==> src/rtl/branch_target_predictor.sv <==
// Direct-mapped branch target buffer with per-entry saturating direction counters.
// Looks up the fetch PC combinationally and trains from branches resolved in the C stage.
module branch_target_predictor #(
  parameter int XLEN     = 32,
  parameter int ENTRIES  = 16,
  parameter int CTR_BITS = 2,
  parameter int CNT_W    = 32
) (
  input  logic             clk,
  input  logic             reset_n,
  input  logic [XLEN-1:0]  PC_I,
  output logic             Predict_I,
  output logic [XLEN-1:0]  Prediction_I,
  input  logic             Update_C,
  input  logic [XLEN-1:0]  UpdPC_C,
  input  logic [XLEN-1:0]  UpdTarget_C,
  input  logic             UpdTaken_C,
  input  logic             UpdJump_C,
  input  logic             Mispredict_C,
  input  logic             FlushTable,
  output logic [CNT_W-1:0] MispredictCount
);

  localparam int IDX   = $clog2(ENTRIES);
  localparam int TAG_W = XLEN - IDX - 2;
  localparam logic [CTR_BITS-1:0] CTR_MAX  = '1;
  localparam logic [CTR_BITS-1:0] CTR_WEAK = CTR_BITS'(1) << (CTR_BITS - 1);

  logic [ENTRIES-1:0]  valid;
  logic [TAG_W-1:0]    tags    [ENTRIES];
  logic [XLEN-1:0]     targets [ENTRIES];
  logic [CTR_BITS-1:0] ctrs    [ENTRIES];

  logic [IDX-1:0]      look_idx;
  logic [TAG_W-1:0]    look_tag;
  logic                look_hit;

  logic [IDX-1:0]      upd_idx;
  logic [TAG_W-1:0]    upd_tag;
  logic                upd_hit;
  logic                upd_write;
  logic [XLEN-1:0]     new_target;
  logic [CTR_BITS-1:0] new_ctr;

  // The two byte-offset bits of a PC never select anything.
  logic unused_pc_bits;
  assign unused_pc_bits = &{1'b0, PC_I[1:0], UpdPC_C[1:0]};

  assign look_idx     = PC_I[IDX+1:2];
  assign look_tag     = PC_I[XLEN-1:IDX+2];
  assign look_hit     = valid[look_idx] && (tags[look_idx] == look_tag);
  assign Predict_I    = look_hit && ctrs[look_idx][CTR_BITS-1];
  assign Prediction_I = Predict_I ? {targets[look_idx][XLEN-1:1], 1'b0} : '0;

  assign upd_idx = UpdPC_C[IDX+1:2];
  assign upd_tag = UpdPC_C[XLEN-1:IDX+2];
  assign upd_hit = valid[upd_idx] && (tags[upd_idx] == upd_tag);

  // A not-taken branch that misses leaves the table untouched rather than allocating.
  always_comb begin
    upd_write  = 1'b0;
    new_target = targets[upd_idx];
    new_ctr    = ctrs[upd_idx];
    if (Update_C) begin
      if (UpdJump_C) begin
        upd_write  = 1'b1;
        new_target = UpdTarget_C;
        new_ctr    = CTR_MAX;
      end else if (upd_hit && UpdTaken_C) begin
        upd_write  = 1'b1;
        new_target = UpdTarget_C;
        if (ctrs[upd_idx] != CTR_MAX) new_ctr = ctrs[upd_idx] + CTR_BITS'(1);
      end else if (upd_hit) begin
        upd_write = 1'b1;
        if (ctrs[upd_idx] != '0) new_ctr = ctrs[upd_idx] - CTR_BITS'(1);
      end else if (UpdTaken_C) begin
        upd_write  = 1'b1;
        new_target = UpdTarget_C;
        new_ctr    = CTR_WEAK;
      end
    end
  end

  // Flush is assigned last so it overrides a same-cycle valid set.
  always_ff @(posedge clk or negedge reset_n) begin
    if (!reset_n) begin
      valid <= '0;
      for (int i = 0; i < ENTRIES; i++) begin
        tags[i]    <= '0;
        targets[i] <= '0;
        ctrs[i]    <= '0;
      end
    end else begin
      if (upd_write) begin
        valid[upd_idx]   <= 1'b1;
        tags[upd_idx]    <= upd_tag;
        targets[upd_idx] <= new_target;
        ctrs[upd_idx]    <= new_ctr;
      end
      if (FlushTable) valid <= '0;
    end
  end

  always_ff @(posedge clk or negedge reset_n) begin
    if (!reset_n) begin
      MispredictCount <= '0;
    end else if (Update_C && Mispredict_C && (MispredictCount != '1)) begin
      MispredictCount <= MispredictCount + CNT_W'(1);
    end
  end

endmodule

==> config.mk <==
export PLATFORM = sky130hd
export DESIGN_NAME = branch_target_predictor
export DESIGN_NICKNAME = d
export VERILOG_FILES = /design/src/rtl/branch_target_predictor.sv
export SDC_FILE = /design/constraint.sdc
export NUM_CORES = 2
export LEC_CHECK = 0
export ABC_AREA = 1
export BUFFER_PORTS_ARGS = -buffer_cell sky130_fd_sc_hd__buf_4
export CELL_PAD_IN_SITES_DETAIL_PLACEMENT = 1
export CELL_PAD_IN_SITES_GLOBAL_PLACEMENT = 1
export CORE_UTILIZATION = 51
export DETAILED_ROUTE_END_ITERATION = 7
export MAX_ROUTING_LAYER = met4
export PLACE_DENSITY_LB_ADDON = 0.1
export SLEW_MARGIN = 30
export SYNTH_ARGS = -nofsm -noshare
export SYNTH_HDL_FRONTEND = slang
export SYNTH_SLANG_ARGS = --single-unit
==> constraint.sdc <==
create_clock -name clk -period 9.5 [get_ports clk]
set_input_delay 1.425 -clock clk [delete_from_list [all_inputs] [get_ports clk]]
set_output_delay 1.425 -clock clk [all_outputs]
set_load 0.02 [all_outputs]
==> out/metrics.cfg <==
[outcome]
run_status=completed

[cts]
cts-root-buf=clkbuf_16
cts_sinks=992
cts_hold_buf=0
path_clk_slew_ps=50
postCtsSetupRepairBufs=0
clockBufferDepth=3
worstSkewPairLatency_ps=730
cts_tree=yes
numCtsBuffers=111
cts.repair.resized=0
htreeDepth=3

[worst_setup_path]
slowest_stage=inv_8
crit_path_end_kind=output port
critPathTopFamily=buffers and inverters
cp_common_cell=buf_4
setup.worst_path.class=in -> out
start_kind=input pin
worstPathMaxFanout=155
cp.required_ps=8080
crit_buf_inv=5
slowest_delay_ps=710
path_cells=buf_8, inv_8, buf_4, a21oi_1, o311ai_0, nand3_1, nor2_1, nand3_1, nor2_1, nand3_2, buf_4, nor3_1, buf_4
critical_path_arrival_ps=5730

[sta]
hold_slack_ps=483
rsz0062_at_grt=no
setup_tns_ps=0
worst_pin_slew_ps=1100
setup_viol=0
slew_viol_final=0
fmax_ghz=0.140
min_period_ps=7150
fin_ws_ps=2350
finalCritPeriodShare_pct=75.3
finalClockSkew_ps=29.6
hold_viol=0
maxSlewHeadroom_pct=26.6

[placed_design]
pre_cts_ws_ps=1630
port_buffers=161
gp_congestion=0.866
place_area_um2=54500
dpl.hpwl_mm=107

[global_routing]
grt_use_total_pct=40.9
use_met1_pct=52.8
grt_overflow=0
grt_use_met2_pct=63.1
grt_max_degree=178
antenna_found_initial=6
use_met3_pct=6.08
grt_pass1_vias=54200
top_usage_layer=met2
grt_pass1_wl_mm=321

[routing]
drtIter0Drc=5673
routedWlPerCell_um=25.2
wirelength_mm=208
dr.pass1.iters=6
drc_errors=0
vias=53400
final_antenna_net_count=0
vias_per_cell=6.46

[logic_synthesis]
synth_top_area_share_pct=46.9
synth_top_cell_by_area=dfrtp_1
syn-instance-count=7039
netlist_top_cells_area=dfrtp_1 47%, nand2_1 16%, o21ai_0 8.5%
synth-seq-cells=992
ys_async_sr_fraction_pct=100
ys_seq_area_share_pct=46.9
synth_edf_count=0
synth_cell_types=40
syn_area_um2=52900
synth.yosys.warnings=0
syn_area_per_cell_um2=7.52
synth_nets=7143
synthFlopType=dfrtp_1

[power_and_ir_drop]
power_mw=13.2
ir_worst_vdd_uv=177
p_per_area_nw_per_um2=225
p_leak_nw=26.8

[hold_path]
hp-class=reg -> reg

[die]
die_w_um=324
num_rows=117
dieArea_um2=105000
start_util_pct=51.7
coreArea_um2=102000
die_y_um=324
io_pins=168

[final_layout]
area_growth_pct=11.2
drive_gt1_share_pct=7.35
final_cell_area_um2=58900
nets=6899

[flow_run]
drv_cap=0

[cell usage in the layout (no fill, tap or decap), types with 22 or more instances in the layout]
| cell type | n |
|---|---|
| a21oi_1 | 481 |
| a221o_1 | 28 |
| a221oi_1 | 96 |
| a22oi_1 | 258 |
| buf_4 | 220 |
| clkbuf_16 | 114 |
| clkbuf_8 | 32 |
| clkinv_2 | 22 |
| dfrtp_1 | 992 |
| inv_1 | 235 |
| nand2_1 | 2316 |
| nand3_1 | 153 |
| nor2_1 | 262 |
| nor3_1 | 53 |
| o211ai_1 | 59 |
| o21ai_0 | 895 |
| o21ai_1 | 360 |
| o22ai_1 | 28 |
| o32ai_1 | 33 |
| xor2_1 | 24 |
[worst paths after layout]
| kind | from | endpoint | slack (ps) | cells past startpoint |
|---|---|---|---|---|
| min | tags[203] | tags[203] | 480 | 2 |
| min reg2reg | tags[203] | tags[203] | 480 | 2 |
| max reg2reg | tags[222] | tags[347] | 4300 | 19 |
| max | PC_I[2] | Prediction_I[10] | 2350 | 13 |
| max in group asynchronous | reset_n | targets[509] | 6820 | 4 |
| min in group asynchronous | reset_n | tags[192] | 640 | 1 |
[layout make-up]
cell class	instances	area, um2
Sequential cell	992	24800
Fill cell	12600	43500
Multi-Input combinational cell	5190	25000
Antenna cell	3	7.51
Clock inverter	41	621
Inverter	246	961
Clock buffer	165	3350
Tap cell	1368	1710
Timing Repair Buffer	254	2340
[metrics by stage]
| step | utilization (%) | std cells |
|---|---|---|
| after global placement | 53.1 | 8034 |
| after detailed placement | 53.3 | 8039 |
| final | 57.5 | 8259 |
| after global routing | 57.5 | 8259 |
| after CTS | 57.2 | 8245 |
| after floorplan | - | 7039 |
[kinds of logic (layout without fill, tap and decap cells)]
family,Yosys count,in the layout,synth area share (%)
buffers and inverters,857,706,6.46
AO/OA/AOI/OAI,2300,2300,24.9
other,1,4,0.00708
AND/OR/NAND/NOR,2846,2846,21.0
flip-flops,992,992,46.9
XOR/XNOR,42,42,0.695
adder cells (fa/ha/maj),1,1,0.0236
[routing by layer]
layer,wire length (um),up-vias
met5,0,-
met4,9930,0
met3,16500,650
met2,96200,2530
met1,85800,26800
li1,-,23400
[sequential cells by signal, summed over array words and instances (netlist names)]
signal / cells
MispredictCount: 32
tags: 416
targets: 496
valid: 16
ctrs: 32
[power by group]
group,switching [mW],total (mW),internal (mW),leakage (nW)
clock,1.88,4.70,2.82,1.97
combinational,1.70,2.64,0.945,12.0
sequential,0.751,5.90,5.15,12.8
total,4.33,13.2,8.91,26.8
[synth_stat cells (3+ instances only)]
cell type and number:
a221oi_1 96, xnor2_1 18, dfrtp_1 992, xor2_1 24, a21oi_1 481, o221ai_1 20
buf_2 139, buf_4 5, o211ai_1 59, a221o_1 28, or3_1 15, nand2_1 2325
nand4_1 10, nor3_1 53, nor2_2 5, inv_2 4, inv_1 238, clkbuf_1 410
o22ai_1 43, a2111o_1 11, a22oi_1 258, nand3_1 154, o21ai_1 361, nor2_1 264
o31ai_1 3, clkinv_1 4, o21ai_0 895, or4_1 5, o32ai_1 40, buf_1 56
or2_2 3, a311o_1 3, nand2_4 10
[tightest hold or removal path, delay by kind of cell, from the launching register on]
kind               cells  cell delay [ps]
AOI/OAI and AO/OA      1               60
DFF                    1              340
and+or+nand+nor        1               50
No activity file was read; power rests on OpenSTA's default activity.
